===== src/rtl/player_move_ctrl.sv =====
// Player movement controller: steps one map cell per MOVE_DIV frame ticks, wall-checked via the shared map ROM.
// Optional build macro PLAYER_WRAP_EN makes out-of-range targets wrap toroidally instead of blocking.
module player_move_ctrl #(
    parameter int MAP_W    = 21,
    parameter int MAP_H    = 30,
    parameter int ADDRW    = 5,
    parameter int START_X  = 1,
    parameter int START_Y  = 1,
    parameter int MOVE_DIV = 8
) (
    input  logic             clk,
    input  logic             reset,
    input  logic             frame_tick,
    input  logic             btn_up,
    input  logic             btn_down,
    input  logic             btn_left,
    input  logic             btn_right,
    output logic             rom_req,
    input  logic             rom_gnt,
    output logic [ADDRW-1:0] rom_addr,
    input  logic [MAP_H-1:0] rom_data,
    output logic [7:0]       player_x_pos,
    output logic [7:0]       player_y_pos,
    output logic             moved,
    output logic             blocked,
    output logic             busy
);

    localparam int CW = (MOVE_DIV > 1) ? $clog2(MOVE_DIV) : 1;
    localparam int YW = (MAP_H > 1) ? $clog2(MAP_H) : 1;
    localparam logic [CW-1:0]       CNT_LAST = CW'(MOVE_DIV - 1);
    localparam logic signed [8:0]   X_MAX    = 9'(MAP_W - 1);
    localparam logic signed [8:0]   Y_MAX    = 9'(MAP_H - 1);
`ifdef PLAYER_WRAP_EN
    localparam logic [7:0]          X_LAST   = 8'(MAP_W - 1);
    localparam logic [7:0]          Y_LAST   = 8'(MAP_H - 1);
`endif

    typedef enum logic [1:0] {IDLE, REQ, CHECK} state_t;

    state_t          state, state_n;
    logic [CW-1:0]   frame_cnt, frame_cnt_n;
    logic [7:0]      tgt_x, tgt_x_n, tgt_y, tgt_y_n;
    logic [7:0]      x_n, y_n;
    logic            moved_n, blocked_n;
    logic signed [8:0] cand_x, cand_y;
    logic [7:0]      new_x, new_y;
    logic            any_btn;
`ifndef PLAYER_WRAP_EN
    logic            edge_hit;
`endif

    always_ff @(posedge clk or posedge reset) begin
        if (reset) begin
            state        <= IDLE;
            frame_cnt    <= '0;
            tgt_x        <= '0;
            tgt_y        <= '0;
            player_x_pos <= 8'(START_X);
            player_y_pos <= 8'(START_Y);
            moved        <= 1'b0;
            blocked      <= 1'b0;
        end else begin
            state        <= state_n;
            frame_cnt    <= frame_cnt_n;
            tgt_x        <= tgt_x_n;
            tgt_y        <= tgt_y_n;
            player_x_pos <= x_n;
            player_y_pos <= y_n;
            moved        <= moved_n;
            blocked      <= blocked_n;
        end
    end

    // Target is held in tgt_x through REQ and CHECK, so the ROM address stays stable.
    assign rom_addr = tgt_x[ADDRW-1:0];
    assign rom_req  = (state == REQ);
    assign busy     = (state != IDLE);

    always_comb begin
        state_n     = state;
        frame_cnt_n = frame_cnt;
        tgt_x_n     = tgt_x;
        tgt_y_n     = tgt_y;
        x_n         = player_x_pos;
        y_n         = player_y_pos;
        moved_n     = 1'b0;
        blocked_n   = 1'b0;

        cand_x  = $signed({1'b0, player_x_pos});
        cand_y  = $signed({1'b0, player_y_pos});
        any_btn = btn_up | btn_down | btn_left | btn_right;
        if (btn_up)         cand_y = cand_y - 9'sd1;
        else if (btn_down)  cand_y = cand_y + 9'sd1;
        else if (btn_left)  cand_x = cand_x - 9'sd1;
        else if (btn_right) cand_x = cand_x + 9'sd1;

        new_x = cand_x[7:0];
        new_y = cand_y[7:0];
`ifdef PLAYER_WRAP_EN
        if (cand_x < 9'sd0)       new_x = X_LAST;
        else if (cand_x > X_MAX)  new_x = '0;
        if (cand_y < 9'sd0)       new_y = Y_LAST;
        else if (cand_y > Y_MAX)  new_y = '0;
`else
        edge_hit = (cand_x < 9'sd0) || (cand_x > X_MAX) ||
                   (cand_y < 9'sd0) || (cand_y > Y_MAX);
`endif

        case (state)
            IDLE: begin
                if (frame_tick) begin
                    if (frame_cnt == CNT_LAST) begin
                        frame_cnt_n = '0;
                        if (any_btn) begin
`ifdef PLAYER_WRAP_EN
                            tgt_x_n = new_x;
                            tgt_y_n = new_y;
                            state_n = REQ;
`else
                            if (edge_hit) begin
                                blocked_n = 1'b1;
                            end else begin
                                tgt_x_n = new_x;
                                tgt_y_n = new_y;
                                state_n = REQ;
                            end
`endif
                        end
                    end else begin
                        frame_cnt_n = frame_cnt + CW'(1);
                    end
                end
            end
            REQ: begin
                if (rom_gnt) state_n = CHECK;
            end
            CHECK: begin
                if (rom_data[tgt_y[YW-1:0]]) begin
                    blocked_n = 1'b1;
                end else begin
                    x_n     = tgt_x;
                    y_n     = tgt_y;
                    moved_n = 1'b1;
                end
                state_n = IDLE;
            end
            default: state_n = IDLE;
        endcase
    end

endmodule


===== config.mk =====
export PLATFORM = sky130hd
export DESIGN_NAME = player_move_ctrl
export DESIGN_NICKNAME = d
export VERILOG_FILES = /design/src/rtl/player_move_ctrl.sv
export SDC_FILE = /design/constraint.sdc
export NUM_CORES = 1
export LEC_CHECK = 0
export BUFFER_PORTS_ARGS = -buffer_cell sky130_fd_sc_hd__buf_2
export CORE_MARGIN = 2
export CORE_UTILIZATION = 43
export CTS_CLUSTER_DIAMETER = 80
export CTS_CLUSTER_SIZE = 14
export DETAILED_ROUTE_END_ITERATION = 6
export GPL_TIMING_DRIVEN = 0
export PLACE_DENSITY_LB_ADDON = 0.3
export SYNTH_ARGS = -nofsm -noshare
export SYNTH_HDL_FRONTEND = slang
export SYNTH_SLANG_ARGS = --single-unit

===== constraint.sdc =====
create_clock -name clk -period 5.8 [get_ports clk]
set_input_delay 0.87 -clock clk [delete_from_list [all_inputs] [get_ports clk]]
set_output_delay 0.87 -clock clk [all_outputs]
set_load 0.05 [all_outputs]

# --- Word-level counts from Yosys, hierarchy flattened ---
# Index checks and enable logic that the tools add are counted.
classes:
  n_addsub: 5
  n_lt_le_gt_ge: 5
  eq_ne: 8
  mux: 23
  bitwise: 5
  n_reduce_logical: 9
ops:
  columns: ["cell", "count"]
  rows:
  - ["two-way mux 9 bit", 6]
  - ["adder 8 x 1 -> 9 bit (second input constant)", 2]
  - ["> comparator 9 x 6 -> 1 bit (second input constant)", 2]
  - ["less-than comparator 9 x 1 -> 1 bit (second input constant)", 2]
  - ["subtractor 8 x 1 -> 9 bit (second input constant)", 2]
  - ["two-way mux 2 bit", 5]
  - ["AND reduction 5 bit", 2]
  - ["two-way mux 1 bit", 8]
  - ["inequality test 2 bit (second input constant)", 4]
  - ["less-than comparator 5 x 6 -> 1 bit (second input constant)", 1]
  - ["binary-select mux 1 bit (select 5 bit)", 1]
  - ["one-hot mux 2 bit (2 select lines)", 1]
  - ["AND reduction 2 bit", 2]
  - ["adder 3 x 1 -> 3 bit (second input constant)", 1]
  - ["== test 3 bit (second input constant)", 1]
  - ["logical OR 1 bit", 3]
  - ["two-way mux 3 bit", 1]
  - ["OR 1 bit", 3]
  - ["== test 2 x 1 -> 1 bit (second input constant)", 1]
  - ["== test 2 bit (second input constant)", 1]
  - ["zero test 2 bit", 1]
  - ["inequality test 2 x 1 -> 1 bit (second input constant)", 1]
  - ["NOT 1 bit", 2]
  - ["one-hot mux 1 bit (2 select lines)", 1]
  - ["nonzero test 2 bit", 1]
totals:
  register_bits: 39
  input_bits: 38
  word_cells: 63

# --- Depth between registers and ports, before layout ---
# Gate-level depths: netlist (run 1).
depth:
  word_depth: 14
  depth_mapped: 11

# --- Worst setup path before layout (run 1) ---
# Ideal clock, no wire load.
synth_timing:
  path_kind: "flip-flop to flip-flop"
  startpoint: "register player_x_pos[0]"
  endpoint: "register tgt_y[2]"
  setup_ns: 0.128
  arrival_time_ns: 3.127
  setup_slack_ns: 2.545
  stages_incl_launch_ff: 12
  n_path_buf: 2
  synth_period_minus_slack_ns: 3.255
  path_cell_list: "dfstp_2 > clkbuf_1 > inv_1 > ha_1 > or3b_1 > a21oi_2 > a22oi_1 > a211oi_1 > o2111ai_1 > nor3_4 > buf_6 > mux2_1"
synth_via:
  elab_chain_len: 11
  word_cells_on_any_way: 13
  cone_classes: "add/sub (2); order compare (2); mux (4); bitwise (1); reduce/logical (4)"
synth_rtl:
  columns: ["item", "line", "text"]
  rows:
  - ["start: declaration", "22", "output logic [7:0] player_x_pos,"]
  - ["start signal: assignment", "59", "player_x_pos <= 8'(START_X);"]
  - ["start signal: assignment", "68", "player_x_pos <= x_n;"]
  - ["adder 8 x 1 -> 9 bit", "96", "else if (btn_right) cand_x = cand_x + 9'sd1;"]
  - ["two-way mux 9 bit", "96", null]
  - ["two-way mux 9 bit", "95", "else if (btn_left) cand_x = cand_x - 9'sd1;"]
  - ["two-way mux 9 bit", "94", "else if (btn_down) cand_y = cand_y + 9'sd1;"]
  - ["two-way mux 9 bit *", "93", "if (btn_up) cand_y = cand_y - 9'sd1;"]
  - ["less-than comparator 9 x 1 -> 1 bit or > comparator 9 x 6 -> 1 bit (tied branches)", "106", "edge_hit = (cand_x < 9'sd0) || (cand_x > X_MAX) ||"]
  - ["logical OR 1 bit * (2 in series)", "106", null]
  - ["logical OR 1 bit *", "107", "(cand_y < 9'sd0) || (cand_y > Y_MAX);"]
  - ["NOT 1 bit (no line) *", null, null]
  - ["AND reduction 5 bit (no line) *", null, null]
  - ["end signal: assignment", "67", "tgt_y <= tgt_y_n;"]
  - ["end: declaration", "43", "logic [7:0] tgt_x, tgt_x_n, tgt_y, tgt_y_n;"]
# Mark *: on every way between the ends. The rest lies on a longest branch, timed or not.
# A chain may end at the register's enable or synchronous reset.

# --- Final worst setup path (run 1) ---
layout_timing:
  startpoint: "register player_x_pos[0]"
  endpoint: "register tgt_y[1]"
# Same word-level chain as after synthesis.

==> flow_summary.json, run 1 <==
{
  "regArea_um2": 978,
  "crit_chain": "clkbuf_1, inv_1, ha_1, or3b_1, a21oi_2, a22oi_1, a211oi_1, o2111ai_1, nor3_4, buf_6, mux2_1",
  "synth_cell_type_count": 53,
  "clock_path_buffers": 2,
  "diodes": 0,
  "power_density_nw_per_um2": 419,
  "synth_seq_cells": 39,
  "htree_levels": 2,
  "crit_path_top_delay_cell": "dfstp_2",
  "synth_edf_count": 0,
  "path_max_fanout": 10,
  "status": "complete, no violations",
  "drc": 0,
  "hold_viol_final": 0,
  "yosysTopAreaCell": "dfrtp_1",
  "synth_compound_area_share_pct": 8.62,
  "hold_class": "register to register",
  "critPathMaxStageDelay_ps": 550,
  "synth_top_area_share_pct": 35.8,
  "die_area_um2": 6640,
  "worst-path-buf-inv": 3,
  "synth_top_family_by_area": "multiplexers",
  "wirelength_mm": 5.31,
  "cp.arrival_ps": 3710,
  "multi_input_area_um2": 1460,
  "synthMuxAreaShare_pct": 25.3,
  "clk_latency_ps": 290,
  "stdcell_area_um2": 3080,
  "maxCapViolations": 0,
  "hold_buffers": 0,
  "grt_pass1_wl_mm": 9.18,
  "postPlaceCellArea_um2": 2980,
  "critPathKind": "register to register",
  "syn_nets": 273,
  "slew_violations": 0,
  "grt_max_degree": 40,
  "synthTopCellsByCount": "dfrtp_1, mux2_2, a21oi_1, nor2b_1, nor2_1",
  "ant_nets": 0,
  "vdd_drop_max_mv": 0.203,
  "critical-path-top-delay-family": "compound AO/OA/AOI/OAI gates",
  "r2r_slack_ps": 2250,
  "syn_avg_cell_area_um2": 11.3,
  "yosys_warnings": 0,
  "drt_iter0_markers": 130,
  "portBuffers": 61,
  "postCtsSetupBuffers": 0,
  "gp_congestion": 0.743,
  "cp.required_ps": 5970,
  "clkSlewWorstSetupHoldPaths_ps": 80,
  "fmax_mhz": 282,
  "finClkSkew_ps": 6.50,
  "core_area_um2": 5850,
  "rsz0062_at_grt": "no",
  "seq_area_frac_synth_pct": 37.9,
  "fin_crit_ps": 3550,
  "worstMarginPinSlew_ps": 829,
  "final_net_count": 341,
  "p_leak_nw": 1.52,
  "setup_viol": 0,
  "num_io_pins": 63,
  "worstSetupStartpointType": "register",
  "maxSlewHeadroom_pct": 44.0,
  "vias_per_cell": 5.28,
  "grt_usage_pct": 17.7,
  "initial_core_util_pct": 44.2,
  "synth-xor-area-share_pct": 3.73,
  "antenna_found_initial": 0,
  "vias": 1968,
  "syn2layout_area_growth_pct": 19.3,
  "cts.sinks": 39,
  "firstDrtPassIters": 4,
  "clockRootBuffer": "clkbuf_8",
  "synth_area_um2": 2580,
  "synth_ff_type": "dfrtp_1",
  "ys_top_cells_by_area": "dfrtp_1, mux2_2, mux4_1",
  "end_kind": "register",
  "row_count": 28,
  "yosys.area_share.adder_pct": 2.91,
  "ctsResizeCount": 0,
  "fp.dieH_um": 81.5,
  "grt_pass1_vias": 2009,
  "die_w_um": 81.5,
  "period_share_pct": 61.2,
  "num-fill-cells": 532,
  "dp_hpwl_mm": 4.10,
  "overflow": 0,
  "numCtsBuffers": 5,
  "cts_tree": "built",
  "drive_above_1_share_pct": 39.6,
  "tns_ps": 0,
  "syn_inst": 229,
  "synth-simple-area-share_pct": 15.8,
  "wl_per_cell_um": 14.2,
  "async_flop_share_pct": 100,
  "yosysMostFrequentCell": "dfrtp_1"
}
[report_power, final]
part / leakage (nW) / switching, mW / internal (mW)
registers: 0.512 / 0.0554 / 0.340
logic: 0.961 / 0.399 / 0.295
clock network: 0.0515 / 0.0922 / 0.109
total: 1.52 / 0.547 / 0.744
[worst reg2reg max path, cell delays in order, from the launching register on]
cell	delay [ps]
dfstp_2	550
clkbuf_1	270
inv_1	80
ha_1	310
or3b_1	370
a21oi_2	170
a22oi_1	120
a211oi_1	320
o2111ai_1	230
nor3_4	460
buf_6	240
mux2_1	330
[path summary, 6_finish.rpt]
kind | start | endpoint | cells after the start
setup / recovery | player_x_pos[0] | tgt_y[1] | 11
hold / removal | tgt_y[5] | player_y_pos[5] | 1
setup reg to reg | player_x_pos[0] | tgt_y[1] | 11
hold reg to reg | tgt_y[5] | player_y_pos[5] | 1
max in group asynchronous | reset | player_x_pos[4] | 2
min in group asynchronous | reset | state[0] | 2
[metal layers]
| layer | routed length, µm | vias to the layer above | global-route usage [%] |
|---|---|---|---|
| li1 | - | 970 | - |
| met1 | 2430 | 948 | 22.9 |
| met2 | 2550 | 41 | 29.6 |
| met3 | 224 | 9 | 3.41 |
| met4 | 108 | 0 | 6.10 |
| met5 | 0 | - | 0 |
[flip-flops by register name (all words and copies together), names as in the netlist]
name          count
blocked           1
player_x_pos      8
moved             1
state             2
frame_cnt         3
tgt_y             8
tgt_x             8
player_y_pos      8
[stage by stage]
stage	setup WS [ps]	util [%]	hold slack [ps]	total power, mW	std cells
finish	2250	52.7	506	1.29	373
global route	2050	52.7	527	1.39	373
CTS	2250	52.7	506	1.30	373
detailed placement	2280	51.0	485	1.10	365
global placement	2350	51.0	478	1.09	365
floorplan	2550	-	460	0.959	229
[kinds of logic (layout without fill, tap and decap cells)]
logic type,Yosys count,in the layout
adders and majority gates,6,6
xor gates and xnor gates,11,11
and+or+nand+nor,67,67
AOI/OAI and AO/OA,35,35
muxes,44,44
DFF,39,39
buffers and inverters,27,96
[placed cells by master, fill, tap and decap left out, drive strengths merged, types with 6 or more instances in the layout]
| master | n |
|---|---|
| nor2 | 11 |
| buf | 73 |
| ha | 6 |
| a21oi | 14 |
| nor2b | 12 |
| mux2i | 6 |
| o21ai | 6 |
| xnor2 | 7 |
| mux2 | 28 |
| inv | 9 |
| clkbuf | 14 |
| dfrtp | 37 |
| mux4 | 10 |
| nand2 | 8 |
[area by class of cell]
type	instances	share of cell area (%)
multi-input cells	163	47.2
flip-flops and latches	39	31.7
repair buffers	61	9.90
plain buffers	18	3.73
clock buffers	8	3.25
well taps	75	3.04
inverters	9	1.10
No activity file was read; power rests on OpenSTA's default activity.
==> inputs of run 2 (changes only) <==
clock period = 3.45 ns   (was 5.8 ns; I/O delays follow)
==> flow_summary.json, run 2 (synthesis results as in run 1) <==
{
  "setup_viol": 0,
  "slew_violations": 0,
  "place_ws_ps": -67.7,
  "drive_above_1_share_pct": 40.3,
  "postPlaceCellArea_um2": 2980,
  "fin_util_pct": 53.0,
  "cts.sinks": 39,
  "layout_common_cells": "buf_2, dfrtp_1, mux2_2",
  "die_area_um2": 6640,
  "gp_congestion": 0.743,
  "vdd_drop_max_mv": 0.340,
  "path_max_fanout": 9,
  "htree_levels": 2,
  "vias_per_cell": 5.26,
  "critPathKind": "register to register",
  "vias": 1971,
  "ctsResizeCount": 0,
  "num-fill-cells": 536,
  "initial_core_util_pct": 44.2,
  "final_net_count": 343,
  "worstSetupStartpointType": "register",
  "multi_input_area_um2": 1460,
  "fin_ws_ps": 328,
  "grt_usage_pct": 17.7,
  "drc": 0,
  "cp.required_ps": 3620,
  "power_density_nw_per_um2": 702,
  "num_io_pins": 63,
  "maxCapViolations": 0,
  "period_share_pct": 90.5,
  "fp.dieH_um": 81.5,
  "stdcell_area_um2": 3100,
  "p_leak_nw": 1.54,
  "dp_hpwl_mm": 4.10,
  "wirelength_mm": 5.36,
  "portBuffers": 61,
  "antenna_found_initial": 0,
  "clkSlewWorstSetupHoldPaths_ps": 80,
  "firstDrtPassIters": 4,
  "clock_path_buffers": 2,
  "rsz0062_at_grt": "no",
  "fin_crit_ps": 3120,
  "cts_tree": "built",
  "hold_ws_ps": 389,
  "syn2layout_area_growth_pct": 20.0,
  "status": "complete, no violations",
  "hold_class": "input pin to async pin",
  "overflow": 0,
  "numCtsBuffers": 5,
  "wl_per_cell_um": 14.3,
  "final_cell_count_no_fill": 375,
  "diodes": 0,
  "clk_latency_ps": 280,
  "grt_pass1_wl_mm": 9.22,
  "fmax_mhz": 320,
  "grt_pass1_vias": 2026,
  "dp_cells": 365,
  "die_w_um": 81.5,
  "core_area_um2": 5850,
  "worstMarginPinSlew_ps": 822,
  "ant_nets": 0,
  "r2r_slack_ps": 330,
  "maxSlewHeadroom_pct": 44.5,
  "end_kind": "register",
  "power_mw": 2.18,
  "finClkSkew_ps": 5.92,
  "regArea_um2": 978,
  "tns_ps": 0,
  "final_common_cell": "buf_2",
  "clockRootBuffer": "clkbuf_8",
  "drt_iter0_markers": 134,
  "cp.arrival_ps": 3290,
  "hold_viol_final": 0,
  "row_count": 28,
  "grt_max_degree": 40
}
[run 2: final timing paths]
kind,startpoint,endpoint,cells after the start
setup / recovery,player_x_pos[0],tgt_x[3],10
hold / removal,reset,state[0],2
setup reg to reg,player_x_pos[0],tgt_x[3],10
hold reg to reg,tgt_y[5],player_y_pos[5],1
max in group asynchronous,reset,player_y_pos[4],2
min in group clk,rom_gnt,state[1],2
[run 2: layout make-up]
type,count,share of cell area (%)
multi-input combinational,163,47.0
sequential,39,31.5
timing repair buffer,64,10.6
buffer,17,3.59
clock buffer,8,3.23
tap,75,3.03
inverter,9,1.09
[run 2: where the power goes]
group | switching, mW | internal [mW]
combinational | 0.671 | 0.503
sequential | 0.0955 | 0.572
clock | 0.155 | 0.183
total | 0.922 | 1.26
[run 2: routing by layer]
layer | share of wire [%] | global-route usage (%)
met1 | 47 | 22.8
met2 | 48 | 29.7
met3 | 3.2 | 3.52
met4 | 1.9 | 6.27
met5 | 0 | 0
[run 2: critical path, stage by stage, from the launching register on]
cell,delay (ps)
dfstp_2,620
inv_1,60
ha_1,300
or3b_1,370
a21oi_2,180
a22oi_1,120
a211oi_1,320
o2111ai_1,230
nor3_4,270
buf_4,210
mux2_2,330
[run 2: timing repair]
action                                 CTS  global route
hold buffers                             0             0
endpoints found under the hold margin    0             0
buffers inserted                         1             2
setup endpoints to repair                2            10
pin swaps                                1             1
